## config.mk

```make
export PLATFORM = sky130hd
export DESIGN_NAME = wb_uart_tx
export DESIGN_NICKNAME = d
export VERILOG_FILES = /design/src/rtl/wb_uart_tx_pkg.sv /design/src/rtl/wb_uart_tx_sync_fifo.sv /design/src/rtl/wb_uart_tx.sv
export SDC_FILE = /design/constraint.sdc
export NUM_CORES = 1
export LEC_CHECK = 0
export CORE_ASPECT_RATIO = 0.75
export CORE_UTILIZATION = 55
export DETAILED_ROUTE_END_ITERATION = 8
export PLACE_DENSITY = 0.78
export SLEW_MARGIN = 20
export SYNTH_ARGS = -nofsm -noshare
export SYNTH_HDL_FRONTEND = slang
export SYNTH_SLANG_ARGS = --single-unit
export TNS_END_PERCENT = 10
```

## constraint.sdc

```tcl
create_clock -name clk -period 7.9 [get_ports clk]
set_clock_uncertainty 0.15 [all_clocks]
set_input_delay 1.185 -clock clk [delete_from_list [all_inputs] [get_ports clk]]
set_output_delay 1.185 -clock clk [all_outputs]
set_load 0.03 [all_outputs]
```

## src/rtl/wb_uart_tx_pkg.sv

```systemverilog
// wb_uart_tx_pkg: shared definitions for the Wishbone UART transmitter.
//   - register offsets, status bit positions, TX FSM encodings, reset divisor
//   - WB_UART_TX_PARITY_EN (optional): adds an even-parity bit after the data
//     bits and reports it in status bit 7.
package wb_uart_tx_pkg;

  localparam logic [31:0] REG_DATA = 32'h0;
  localparam logic [31:0] REG_DIV  = 32'h4;

  // Status register bit positions
  localparam int ST_BUSY   = 0;
  localparam int ST_EMPTY  = 1;
  localparam int ST_FULL   = 2;
  localparam int ST_ACTIVE = 3;
  localparam int ST_OVF    = 4;
  localparam int ST_PAR    = 7;

  // 100 MHz / 115200 baud
  localparam int UART_DEFAULT_DIV = 868;

`ifdef WB_UART_TX_PARITY_EN
  localparam logic PARITY_EN = 1'b1;
  typedef enum logic [2:0] {
    S_IDLE   = 3'd0,
    S_START  = 3'd1,
    S_DATA   = 3'd2,
    S_STOP   = 3'd3,
    S_PARITY = 3'd4
  } tx_state_e;
`else
  localparam logic PARITY_EN = 1'b0;
  typedef enum logic [2:0] {
    S_IDLE  = 3'd0,
    S_START = 3'd1,
    S_DATA  = 3'd2,
    S_STOP  = 3'd3
  } tx_state_e;
`endif

endpackage

```

## src/rtl/wb_uart_tx_sync_fifo.sv

```systemverilog
// sync_fifo: single-clock FIFO, W bits wide, 2**AW entries deep.
//   clk/rst          : clock, synchronous active-high reset (flushes)
//   push/din         : write request and data (dropped when full, unless a
//                      pop in the same cycle frees a slot)
//   pop/dout         : read request; dout shows the head entry combinationally
//   full/empty/count : occupancy, count in 0..2**AW
module sync_fifo #(
  parameter int W  = 8,
  parameter int AW = 4
) (
  input  logic         clk,
  input  logic         rst,
  input  logic         push,
  input  logic [W-1:0] din,
  input  logic         pop,
  output logic [W-1:0] dout,
  output logic         full,
  output logic         empty,
  output logic [AW:0]  count
);
  localparam int DEPTH = 1 << AW;

  logic [W-1:0]  mem_q [DEPTH];
  logic [AW-1:0] wr_ptr_q, wr_ptr_d, rd_ptr_q, rd_ptr_d;
  logic [AW:0]   count_q, count_d;
  logic          do_push, do_pop;

  // count never exceeds DEPTH, so its MSB alone marks full
  assign full  = count_q[AW];
  assign empty = (count_q == '0);
  assign count = count_q;
  assign dout  = mem_q[rd_ptr_q];

  always_comb begin
    do_pop   = pop & ~empty;
    // a same-cycle pop frees a slot, so a push into a full FIFO still lands
    do_push  = push & (~full | do_pop);
    wr_ptr_d = do_push ? wr_ptr_q + AW'(1) : wr_ptr_q;
    rd_ptr_d = do_pop  ? rd_ptr_q + AW'(1) : rd_ptr_q;
    count_d  = count_q;
    if (do_push && !do_pop)      count_d = count_q + (AW+1)'(1);
    else if (do_pop && !do_push) count_d = count_q - (AW+1)'(1);
  end

  always_ff @(posedge clk) begin
    if (rst) begin
      wr_ptr_q <= '0;
      rd_ptr_q <= '0;
      count_q  <= '0;
    end else begin
      wr_ptr_q <= wr_ptr_d;
      rd_ptr_q <= rd_ptr_d;
      count_q  <= count_d;
    end
  end

  // storage needs no reset: entries are only read after being written
  always_ff @(posedge clk) begin
    if (do_push) mem_q[wr_ptr_q] <= din;
  end

endmodule

```

## src/rtl/wb_uart_tx.sv

```systemverilog
// wb_uart_tx: Wishbone-style slave UART transmitter (8N1, optional parity).
//   clk, rst         : system clock, synchronous active-high reset
//   dat_i/adr_i/we_i/stb_i : bus request; only adr_i[2] is decoded
//   dat_o, ack_o     : registered read data and acknowledge
//   tx               : serial line, idle high
//   busy             : FIFO non-empty or frame in flight
// Registers: adr[2]=0 write pushes a byte, read returns status (clears
// overflow); adr[2]=1 accesses the baud divisor (0 is stored as 1).
// Optional: WB_UART_TX_PARITY_EN adds an even-parity bit before STOP.
module wb_uart_tx
  import wb_uart_tx_pkg::*;
#(
  parameter int FIFO_AW     = 4,
  parameter int DIV_W       = 16,
  parameter int DEFAULT_DIV = UART_DEFAULT_DIV
) (
  input  logic        clk,
  input  logic        rst,
  input  logic [31:0] dat_i,
  input  logic [31:0] adr_i,
  input  logic        we_i,
  input  logic        stb_i,
  output logic [31:0] dat_o,
  output logic        ack_o,
  output logic        tx,
  output logic        busy
);
  tx_state_e        state_q, state_d;
  logic             stb_q;
  logic [31:0]      dat_o_q, dat_o_d;
  logic             ovf_q, ovf_d;
  logic [DIV_W-1:0] divisor_q, divisor_d;
  logic [DIV_W-1:0] div_q, div_d;
  logic [DIV_W-1:0] baud_q, baud_d;
  logic [7:0]       shift_q, shift_d;
  logic [2:0]       bit_q, bit_d;
  logic             tx_q, tx_d;
`ifdef WB_UART_TX_PARITY_EN
  logic             par_q, par_d;
`endif

  logic             start, sel_div, push;
  logic             fifo_pop, fifo_full, fifo_empty, load;
  logic [7:0]       fifo_dout;
  logic [FIFO_AW:0] fifo_count;
  logic             tx_active, baud_done;
  logic [31:0]      status;
  logic             unused;

  assign unused = ^{adr_i[31:3], adr_i[1:0], dat_i[31:DIV_W]};

  // side effects fire only on the first cycle of a strobe
  assign start     = stb_i & ~stb_q;
  assign sel_div   = adr_i[2];
  assign push      = start & we_i & ~sel_div;
  assign tx_active = (state_q != S_IDLE);
  assign busy      = tx_active | ~fifo_empty;
  assign baud_done = (baud_q == '0);
  assign ack_o     = stb_q;
  assign dat_o     = dat_o_q;
  assign tx        = tx_q;

  sync_fifo #(.W(8), .AW(FIFO_AW)) u_fifo (
    .clk   (clk),
    .rst   (rst),
    .push  (push),
    .din   (dat_i[7:0]),
    .pop   (fifo_pop),
    .dout  (fifo_dout),
    .full  (fifo_full),
    .empty (fifo_empty),
    .count (fifo_count)
  );

  // Bus side: register file, status, overflow
  always_comb begin
    status            = '0;
    status[15:8]      = 8'(fifo_count);
    status[ST_PAR]    = PARITY_EN;
    status[ST_OVF]    = ovf_q;
    status[ST_ACTIVE] = tx_active;
    status[ST_FULL]   = fifo_full;
    status[ST_EMPTY]  = fifo_empty;
    status[ST_BUSY]   = busy;

    dat_o_d   = dat_o_q;
    ovf_d     = ovf_q;
    divisor_d = divisor_q;
    if (start) begin
      dat_o_d = sel_div ? 32'(divisor_q) : status;
      if (!we_i && !sel_div) ovf_d = 1'b0;
      if (we_i && sel_div)
        divisor_d = (dat_i[DIV_W-1:0] == '0) ? DIV_W'(1) : dat_i[DIV_W-1:0];
    end
    // drop only when the FSM is not freeing a slot this same cycle
    if (push && fifo_full && !fifo_pop) ovf_d = 1'b1;
  end

  // TX engine
  always_comb begin
    state_d  = state_q;
    shift_d  = shift_q;
    bit_d    = bit_q;
    baud_d   = baud_done ? baud_q : baud_q - DIV_W'(1);
    div_d    = div_q;
    fifo_pop = 1'b0;
    load     = 1'b0;
`ifdef WB_UART_TX_PARITY_EN
    par_d    = par_q;
`endif
    case (state_q)
      S_IDLE:  if (!fifo_empty) load = 1'b1;
      S_START: if (baud_done) begin
        state_d = S_DATA;
        baud_d  = div_q - DIV_W'(1);
      end
      S_DATA:  if (baud_done) begin
        baud_d  = div_q - DIV_W'(1);
        shift_d = shift_q >> 1;
        bit_d   = bit_q + 3'd1;
`ifdef WB_UART_TX_PARITY_EN
        if (bit_q == 3'd7) state_d = S_PARITY;
`else
        if (bit_q == 3'd7) state_d = S_STOP;
`endif
      end
`ifdef WB_UART_TX_PARITY_EN
      S_PARITY: if (baud_done) begin
        state_d = S_STOP;
        baud_d  = div_q - DIV_W'(1);
      end
`endif
      // back-to-back: reload straight into START without an idle cycle
      S_STOP:  if (baud_done) begin
        if (!fifo_empty) load = 1'b1;
        else             state_d = S_IDLE;
      end
      default: state_d = S_IDLE;
    endcase

    // divisor is sampled per frame so mid-frame writes wait for the next byte
    if (load) begin
      fifo_pop = 1'b1;
      shift_d  = fifo_dout;
      div_d    = divisor_q;
      baud_d   = divisor_q - DIV_W'(1);
      bit_d    = 3'd0;
      state_d  = S_START;
`ifdef WB_UART_TX_PARITY_EN
      par_d    = ^fifo_dout;
`endif
    end

    // tx is registered from next-state values so the pin is glitch-free
    case (state_d)
      S_START:  tx_d = 1'b0;
      S_DATA:   tx_d = shift_d[0];
`ifdef WB_UART_TX_PARITY_EN
      S_PARITY: tx_d = par_d;
`endif
      default:  tx_d = 1'b1;
    endcase
  end

  always_ff @(posedge clk) begin
    if (rst) begin
      state_q   <= S_IDLE;
      stb_q     <= 1'b0;
      dat_o_q   <= '0;
      ovf_q     <= 1'b0;
      divisor_q <= DIV_W'(DEFAULT_DIV);
      div_q     <= DIV_W'(DEFAULT_DIV);
      baud_q    <= '0;
      shift_q   <= '0;
      bit_q     <= '0;
      tx_q      <= 1'b1;
`ifdef WB_UART_TX_PARITY_EN
      par_q     <= 1'b0;
`endif
    end else begin
      state_q   <= state_d;
      stb_q     <= stb_i;
      dat_o_q   <= dat_o_d;
      ovf_q     <= ovf_d;
      divisor_q <= divisor_d;
      div_q     <= div_d;
      baud_q    <= baud_d;
      shift_q   <= shift_d;
      bit_q     <= bit_d;
      tx_q      <= tx_d;
`ifdef WB_UART_TX_PARITY_EN
      par_q     <= par_d;
`endif
    end
  end

endmodule
```

## Yosys cells after proc, flatten, opt, wreduce, memory -nomap -nowiden

Memory sizes are Yosys's and may differ from the RTL's. A register that Yosys moved wholly into a read port is not among the register bits.
Cells that the tools add are included.

| storage, ports and cells | value |
|---|---|
| flip-flop bits (word level) | 110 |
| latch bits | 0 |
| bits in writable memories | 128 |
| bits in read-only memories | 0 |
| bits of input ports | 68 |
| output and inout port bits | 35 |
| word-level logic and storage cells | 97 |
| memories kept | 1 |

Memory list:

| name | depth | bits a word | read ports | clocked after Yosys merged registers in | wr ports | line | text |
|---|---|---|---|---|---|---|---|
| u_fifo.mem_q | 16 | 8 | 1 | 1 | 1 | wb_uart_tx_sync_fifo.sv:23 | `logic [W-1:0] mem_q [DEPTH];` |

| cells by class | value |
|---|---|
| add/subtract/negate cells | 8 |
| multiply operators | 0 |
| div/mod/pow operators | 0 |
| order comparisons | 0 |
| eq/ne operators | 6 |
| shift operators | 0 |
| multiplexer cells | 30 |
| bitwise gates (word level) | 11 |
| reduce and logical (&&, ||, !) cells | 27 |

Operators with widths:

| kind | number |
|---|---|
| 16-bit 2-to-1 mux | 6 |
| 16-bit by 1-bit subtractor with 16-bit output, second input constant | 3 |
| 16-bit zero test | 2 |
| 8-bit 2-to-1 mux | 3 |
| 3-bit 2-to-1 mux | 6 |
| 3-bit case mux with 4 select lines | 1 |
| 5-bit 2-to-1 mux | 2 |
| 2-bit nonzero test | 5 |
| 3-bit by 2-bit equality test with 1-bit output, second input constant | 3 |
| 4-bit by 1-bit adder with 4-bit output, second input constant | 2 |
| 1-bit 2-to-1 mux | 8 |
| 4-bit 2-to-1 mux | 2 |
| 2-bit AND reduction | 4 |
| 3-bit by 1-bit equality test with 1-bit output, second input constant | 2 |
| 1-bit logical AND | 6 |
| 5-bit by 1-bit adder with 5-bit output, second input constant | 1 |
| 1-bit bitwise AND | 5 |
| 1-bit zero test | 5 |
| 5-bit zero test | 1 |
| 5-bit by 1-bit subtractor with 5-bit output, second input constant | 1 |
| 1-bit NOT | 4 |
| 1-bit case mux with 2 select lines | 2 |
| 2-bit OR reduction | 2 |
| 3-bit by 1-bit adder with 3-bit output, second input constant | 1 |
| other kinds (4) | 5 |

## Depth between registers and ports, before layout

Gate-level depths: netlist of the first run.

| logic depth | value |
|---|---|
| depth in word-level cells | 12 |
| mapped depth | 18 |
| mapped depth without buffers | 16 |

## Cells and area by module

From an unflattened synthesis of the first run, not the netlist that was laid out.

| second synthesis, totals | value |
|---|---|
| cells, all modules | 864 |
| area total of the unflattened synthesis | 10,231.1 sq um |

Modules (own cells, without submodules):

| module | instances | cells an instance | area each (sq um) | seq. area each (sq um) |
|---|---|---|---|---|
| sync_fifo | 1 | 311 | 5,828.1 | 4,184.0 |
| wb_uart_tx | 1 | 553 | 4,403.0 | 1,621.6 |

## Least setup slack after synthesis of the first run

OpenSTA, ideal clock, no wires.

| path | value |
|---|---|
| kind | input to register |
| start | input port stb_i |
| end | register u_fifo.count_q[4] (netlist: u_fifo.count[4]) |
| setup time | 0.070 ns |
| arrival | 3.658 ns |
| data required time | 7.680 ns |
| slack | 4.022 ns |
| stages | 15 |
| path buffers | 3 |
| cell sequence | nand2b_1 clkbuf_1 nor2_1 and2_1 and2_1 buf_2 clkbuf_1 ha_1 inv_1 fa_1 a21o_1 a21oi_1 xnor2_1 or3_1 a21oi_1 |

| between the ends | value |
|---|---|
| cells in the longest elaborated chain, start to end | 7 |
| elaborated cells between the ends (all ways) | 9 |
| those cells by class | mux: 1; bitwise: 4; reduce/logical: 4 |

Ends and longest elaborated chain:

| what | line | text |
|---|---|---|
| start, declared | wb_uart_tx.sv:22 | `input logic stb_i,` |
| 1-bit bitwise AND * | wb_uart_tx.sv:53 | `assign start = stb_i & ~stb_q;` |
| 1-bit bitwise AND * (2 in a row) | wb_uart_tx.sv:55 | `assign push = start & we_i & ~sel_div;` |
| 1-bit bitwise AND * | wb_uart_tx_sync_fifo.sv:37 | `do_push = push & (~full \| do_pop);` |
| 1-bit zero test | wb_uart_tx_sync_fifo.sv:42 | `else if (do_pop && !do_push) count_d = count_q - (AW+1)'(1);` |
| 1-bit logical AND | wb_uart_tx_sync_fifo.sv:42 |  |
| 2-bit nonzero test (no source line) | -- |  |
| end signal, assigned | wb_uart_tx_sync_fifo.sv:53 | `count_q <= count_d;` |
| end, declared | wb_uart_tx_sync_fifo.sv:25 | `logic [AW:0] count_q, count_d;` |

Mark *: on every way between the ends. The rest lies on a longest branch, timed or not.
A chain may end at the register's enable or synchronous reset.

## Final worst setup path of the first run

| path | value |
|---|---|
| start | register baud_q[0] |
| end | register u_fifo.count_q[4] (netlist: u_fifo.count[4]) |

| between the ends | value |
|---|---|
| cells in the longest elaborated chain, start to end | 10 |
| elaborated cells between the ends (all ways) | 13 |
| those cells by class | mux: 4; bitwise: 3; reduce/logical: 6 |

Ends and longest elaborated chain:

| what | line | text |
|---|---|---|
| start, declared | wb_uart_tx.sv:34 | `logic [DIV_W-1:0] baud_q, baud_d;` |
| start signal, assigned | wb_uart_tx.sv:187 | `baud_q <= baud_d;` |
| 16-bit zero test * | wb_uart_tx.sv:58 | `assign baud_done = (baud_q == '0);` |
| 1-bit 2-to-1 mux * | wb_uart_tx.sv:134 | `S_STOP: if (baud_done) begin` |
| 1-bit case mux with 2 select lines * | wb_uart_tx.sv:111 | `case (state_q)` |
| 1-bit 2-to-1 mux * | wb_uart_tx.sv:142 | `if (load) begin` |
| 1-bit bitwise AND * | wb_uart_tx_sync_fifo.sv:35 | `do_pop = pop & ~empty;` |
| 1-bit OR | wb_uart_tx_sync_fifo.sv:37 |  |
| 1-bit bitwise AND | wb_uart_tx_sync_fifo.sv:37 |  |
| 1-bit zero test | wb_uart_tx_sync_fifo.sv:42 |  |
| 1-bit logical AND | wb_uart_tx_sync_fifo.sv:42 |  |
| 2-bit nonzero test (no source line) | -- |  |

Marks and branches as above.

==> results of run 1 <==
-- cell usage in the layout (no fill, tap or decap), types with 12 or more instances in the layout --
| cell | instances |
|---|---|
| a211oi_1 | 21 |
| a21oi_1 | 52 |
| and3_1 | 19 |
| clkbuf_16 | 25 |
| clkdlybuf4s50_1 | 38 |
| conb_1 | 17 |
| dfxtp_1 | 97 |
| edfxtp_1 | 128 |
| ha_1 | 15 |
| mux2i_1 | 18 |
| mux4_2 | 39 |
| nand2_1 | 98 |
| nand3_1 | 16 |
| nand3b_1 | 12 |
| nor2_1 | 63 |
| nor3_1 | 20 |
| xnor2_1 | 23 |
| xor2_1 | 23 |
-- tightest hold or removal path, stage by stage (launching register included) --
cell	delay [ns]
dfxtp_1	0.31
nand2_1	0.05
a21oi_1	0.05
-- cell families (layout without fill, tap and decap cells) --
logic type | after synthesis | in the layout | share of synthesized area
compound gates | 118 | 118 | 0.0758
xor+xnor | 46 | 46 | 0.0398
fa+ha+maj | 16 | 16 | 0.0205
buf+inv | 83 | 99 | 0.0399
flops | 226 | 226 | 0.574
mux | 58 | 58 | 0.106
other cells | 1 | 17 | 0.000371
simple gates | 288 | 288 | 0.144
-- power groups by stage --
stage | registers (W) | logic, W | clock network (W)
CTS | 0.00145 | 0.00101 | 0.00108
finish | 0.00145 | 0.00102 | 0.00107
global route | 0.00147 | 0.00112 | 0.00113
floorplan | 0.00145 | 0.000785 | 0
detailed placement | 0.00147 | 0.000995 | 0
global placement | 0.00147 | 0.000973 | 0
-- metrics by stage --
step	cells	worst slack, ns	hold slack, ns
floorplan	852	4.02	0.298
global placement	1070	3.02	0.290
detailed placement	1070	2.97	0.299
CTS	1110	2.93	0.311
global route	1110	2.44	0.325
finish	1110	2.87	0.304
-- path summary, 6_finish.rpt --
path | startpoint | end | depth (start not counted)
max | baud_q[0] | u_fifo.count[4] | 15
max reg2reg | baud_q[0] | u_fifo.count[4] | 15
min | dat_o[14] | dat_o[14] | 2
min reg2reg | dat_o[14] | dat_o[14] | 2
-- metal layers --
| layer | track usage | vias up |
|---|---|---|
| met1 | 0.388 | 3252 |
| li1 | - | 3080 |
| met3 | 0.0619 | 42 |
| met4 | 0.0559 | 0 |
| met5 | 0 | - |
| met2 | 0.375 | 319 |
-- final cells by class --
class                   instances  area share
well taps                     242      0.0267
multi-input cells             543       0.351
inverters                      12     0.00398
repair buffers                 47      0.0393
clock buffers                  28      0.0580
clock inverters                12     0.00839
flip-flops and latches        226       0.513
-- registers in the layout, indices dropped and copies added, names as in the netlist, named ones only --
register,count
u_fifo.rd_ptr_q,4
u_fifo.count,5
u_fifo.wr_ptr_q,4
bit_q,3
u_fifo.mem_q,128
divisor_q,16
state_q,3
tx,1
dat_o,16
div_q,16
baud_q,16
shift_q,8
ovf_q,1
ack_o,1
==> impl_metrics.py, run 1 <==
metrics = {
    "worst_setup_path": {
        "r2r_slack_ns": 2.87,
        "crit_family": "simple AND/OR/NAND/NOR gates",
        "cp-end-kind": "register",
        "cp-start-kind": "register",
        "worstPathMaxFanout": 49,
        "critPathKind": "register to register",
        "cp_common_cell": "ha_1",
        "cp.arrival_ns": 5.31,
        "crit_slowest_cell": "and2_2",
        "crit_buf_inv": 3,
        "worstPathRequired_ns": 8.18,
        "path_cells": "inv_1 > ha_1 > nor3b_1 > nand3_2 > o21bai_2 > and2_2 > inv_2 > ha_1 > inv_1 > ha_1 > a21o_1 > a21oi_1 > xnor2_1 > or3_1 > a21oi_1",
        "max_stage_delay_ns": 0.87,
    },
    "layout": {
        "syn_to_final_growth_pct": 11.9,
        "nFillCells": 1306,
        "finalNetCount": 936,
        "seqCellArea_um2": 5810,
        "multi_input_area_um2": 3980,
        "final_layout_size_suffix_gt1_frac": 0.127,
        "final_util": 0.636,
        "stdcell_area_um2": 11300,
        "diodes": 0,
    },
    "routing": {
        "dr_wl_met3_mm": 2.14,
        "drt-initial-drc-count": 638,
        "wl_per_cell_um": 20.8,
        "postRouteAntennaNets": 0,
        "first_pass_iters": 5,
        "drcViolationCount": 0,
        "top_layer_used": "met4",
        "wl_met1_mm": 10.3,
        "vias": 6693,
        "wl_mm": 23.1,
        "viasPerCell": 6.03,
        "wl_met2_mm": 10.2,
    },
    "timing": {
        "finalSetupTns_ns": 0,
        "final-hold-violation-count": 0,
        "maxSlewViolCount": 0,
        "tightest_slew_ns": 1.02,
        "slew_headroom": 0.318,
        "rsz0062_at_grt": "no",
        "setup_viol": 0,
        "max_freq_mhz": 199,
        "final.min_clock_period_ns": 5.03,
        "fin_crit_sh": 0.637,
    },
    "clocking": {
        "h-tree-depth": 1,
        "cts_hold_buffers": 0,
        "clk_pin_slew_ns": 0.07,
        "cts_buffer_depth": 3,
        "tritoncts": "built",
        "post_cts_resized": 0,
        "clock_sinks": 226,
        "numCtsBuffers": 22,
        "insertion_delay_ns": 0.50,
        "root_buffer": "clkbuf_16",
        "cts_setup_buffers": 0,
    },
    "floorplanning": {
        "rows": 42,
        "dieHeight_um": 119,
        "dieArea_um2": 19000,
        "coreArea_um2": 17800,
        "initial_core_util": 0.568,
        "die-width_um": 159,
        "ioPinCount": 103,
    },
    "pwr": {
        "power_switching_w": 0.00116,
        "seq_power_share": 0.410,
        "switching_share": 0.327,
        "p_leak_nw": 3.83,
        "p_int_w": 0.00239,
        "total_power_w": 0.00354,
        "vdd_drop_max_v": 0.000212,
        "clkPwrFrac": 0.302,
        "combPwrFrac": 0.288,
        "cellPowerDensity_nw_per_um2": 313,
    },
    "global_routing": {
        "grt_max_degree": 96,
        "overflow": 0,
        "first_global_vias": 6451,
        "grt_pass1_wl_mm": 36.4,
        "grt_antenna_before_repair": 0,
        "track_usage": 0.257,
    },
    "synthesis": {
        "ys_seq_area_frac": 0.574,
        "synth-async-reset-ratio": 0,
        "synth_top_cell_area_share": 0.380,
        "avgSynthCellArea_um2": 12.1,
        "synthTopCellsByArea": "edfxtp_1, dfxtp_1, mux4_2, nand2_1, a21oi_1",
        "synth_area_leader_cell": "edfxtp_1",
        "synth_most_common_cell": "edfxtp_1",
        "synth_area_um2": 10100,
        "synth_ff_type": "edfxtp_1",
        "synth_cell_types": 61,
        "synth_edf_count": 128,
        "ys_warn_count": 0,
        "yosys-top-cells-count": "edfxtp_1, dfxtp_1, nand2_1, nor2_1, a21oi_1",
        "syn_inst": 836,
        "synth.ff_latch_count": 226,
    },
    "min_path": {
        "hp-class": "register to register",
    },
    "placed_design": {
        "numPortBuffers": 39,
        "place.gp.congestion": 0.879,
        "placed_cell_area_um2": 10600,
        "dp_hpwl_mm": 14.5,
    },
    "flow_run": {
        "max-cap-violations": 0,
    },
    "outcome": {
        "status": "completed",
    },
}
Power figures use the tool's default switching activity.
==> run 2: changes to the inputs <==
==> constraint.sdc (replaced) <==
create_clock -name clk -period 5.17 [get_ports clk]
set_clock_uncertainty 0.15 [all_clocks]
set_input_delay 0.7755 -clock clk [delete_from_list [all_inputs] [get_ports clk]]
set_output_delay 0.7755 -clock clk [all_outputs]
set_load 0.03 [all_outputs]
==> run 2 against run 1 <==
Compared with the run above:
- routed wire length shrank 0.57%
- final cell count hardly changed
- sequential power is 57% higher
- clock power grew 51%
- register-to-register slack worse by 1.7 ns
- core utilization barely moved
- sequential cell count did not move
- highest routed layer unchanged
- combinational power rose by 48%
- worst setup slack got worse by 1.7 ns
==> impl_metrics.py, run 2 (synthesis gave the netlist of run 1 again) <==
metrics = {
    "outcome": {
        "status": "completed",
    },
    "global_routing": {
        "grt_max_degree": 56,
        "grt_antenna_before_repair": 0,
        "first_global_vias": 6367,
        "overflow": 0,
        "grt_pass1_wl_mm": 35.5,
        "track_usage": 0.250,
    },
    "clocking": {
        "tritoncts": "built",
        "h-tree-depth": 1,
        "post_cts_resized": 0,
        "cts_buffer_depth": 3,
        "insertion_delay_ns": 0.51,
        "numCtsBuffers": 22,
        "clock_sinks": 226,
        "clk_pin_slew_ns": 0.06,
        "cts_setup_buffers": 0,
        "root_buffer": "clkbuf_16",
        "cts_hold_buffers": 0,
    },
    "layout": {
        "stdcell_area_um2": 11300,
        "top_register": "u_fifo.mem_q",
        "layout.cells.non_filler": 1111,
        "finalNetCount": 937,
        "final_layout_size_suffix_gt1_frac": 0.120,
        "syn_to_final_growth_pct": 12.0,
        "largest_reg_flops": 128,
        "final_cell_mix": "edfxtp_1, nand2_1, dfxtp_1, nor2_1, a21oi_1",
        "final_common_cell": "edfxtp_1",
        "nFillCells": 1319,
        "diodes": 0,
    },
    "routing": {
        "postRouteAntennaNets": 0,
        "drt-initial-drc-count": 810,
        "wl_per_cell_um": 20.7,
        "viasPerCell": 5.98,
        "wl_mm": 22.9,
        "drcViolationCount": 0,
        "first_pass_iters": 5,
        "vias": 6643,
    },
    "floorplanning": {
        "dieHeight_um": 119,
        "rows": 42,
        "die-width_um": 159,
        "dieArea_um2": 19000,
        "coreArea_um2": 17800,
        "initial_core_util": 0.568,
        "ioPinCount": 103,
    },
    "timing": {
        "finalSetupTns_ns": 0,
        "max_freq_mhz": 248,
        "rsz0062_at_grt": "no",
        "setup_viol": 0,
        "final-hold-violation-count": 0,
        "slew_headroom": 0.295,
        "fin_crit_sh": 0.781,
        "final.min_clock_period_ns": 4.04,
        "maxSlewViolCount": 0,
        "tightest_slew_ns": 1.06,
    },
    "min_path": {
        "worstHoldEndpoint": "dat_o[13]",
        "hp-start": "dat_o[13]",
        "hold_path_depth": 2,
        "hp-class": "register to register",
    },
    "worst_setup_path": {
        "cp-startpoint": "baud_q[0]",
        "cp-start-kind": "register",
        "r2r_slack_ns": 1.13,
        "reg2reg_to": "u_fifo.count[4]",
        "cp-end-kind": "register",
        "cp.arrival_ns": 4.32,
        "r2r_start": "baud_q[0]",
        "worstPathMaxFanout": 38,
        "critPathKind": "register to register",
        "rr_worst_depth": 15,
        "worstPathRequired_ns": 5.45,
    },
    "placed_design": {
        "numPortBuffers": 39,
        "place.gp.congestion": 0.826,
        "placed_cell_area_um2": 10600,
        "dp.cells": 1071,
        "dp_hpwl_mm": 14.7,
    },
    "pwr": {
        "cellPowerDensity_nw_per_um2": 477,
        "p_leak_nw": 3.83,
        "vdd_drop_max_v": 0.000343,
    },
    "flow_run": {
        "max-cap-violations": 0,
    },
}
## run 2: cell types whose count changed in the layout (fill, tap and decap cells not counted), sizes merged
cell      previous run  this run
clkinvlp             3         2
bufinv               1         2
inv                 13        12
buf                  9        10
clkbuf              28        31
clkinv               7         5
## run 2: metal layers
| layer | GRT usage | up-vias | part of all wire |
|---|---|---|---|
| met2 | 0.368 | 284 | 0.44 |
| met1 | 0.390 | 3247 | 0.45 |
| met4 | 0.0493 | 0 | 0.016 |
| met5 | 0 | - | 0 |
| met3 | 0.0433 | 31 | 0.089 |
| li1 | - | 3081 | - |
## run 2: power breakdown
part	total (W)	switching [W]	leakage, nW	internal, W
combinational	0.00151	0.000867	1.52	0.000646
sequential	0.00227	0.000219	1.95	0.00205
clock	0.00162	0.000664	0.351	0.000959
total	0.00540	0.00175	3.83	0.00365
## run 2: layout make-up
cell class	instances	area, µm²	area share
inverters	12	45.0	0.00397
multi-input cells	543	3980	0.351
flip-flops and latches	226	5810	0.512
well taps	242	303	0.0267
clock buffers	31	637	0.0562
repair buffers	48	465	0.0411
clock inverters	9	93.8	0.00828
## run 2: worst max path at each step
stage	end	slack (ns)	cells past startpoint
after detailed placement	u_fifo.count[4]	0.90	13
after floorplan	u_fifo.count[4]	1.70	15
final	u_fifo.count[4]	1.13	15
after global routing	u_fifo.count[4]	0.79	14
after CTS	u_fifo.count[4]	1.16	14
after global placement	u_fifo.count[4]	0.94	13
## run 2: metrics by stage
stage / setup slack, ns / hold slack [ns] / util / power (W)
detailed placement: 0.902 / 0.300 / 0.595 / 0.00378
finish: 1.13 / 0.306 / 0.636 / 0.00540
global route: 0.795 / 0.329 / 0.636 / 0.00565
global placement: 0.940 / 0.291 / 0.595 / 0.00375
floorplan: 1.70 / 0.298 / - / 0.00342
CTS: 1.16 / 0.309 / 0.636 / 0.00541
## run 2: worst max-delay path: stages (launching register included)
cell and delay, ns:
dfxtp_1 0.36, inv_1 0.10, ha_1 0.16, nor3b_1 0.29, nand3_2 0.28, o21bai_2 0.43, and2_2 0.24, inv_2 0.28
ha_1 0.34, inv_1 0.14, ha_1 0.28, a21o_1 0.19, a21oi_1 0.18, xnor2_1 0.09, or3_1 0.31, a21oi_1 0.13
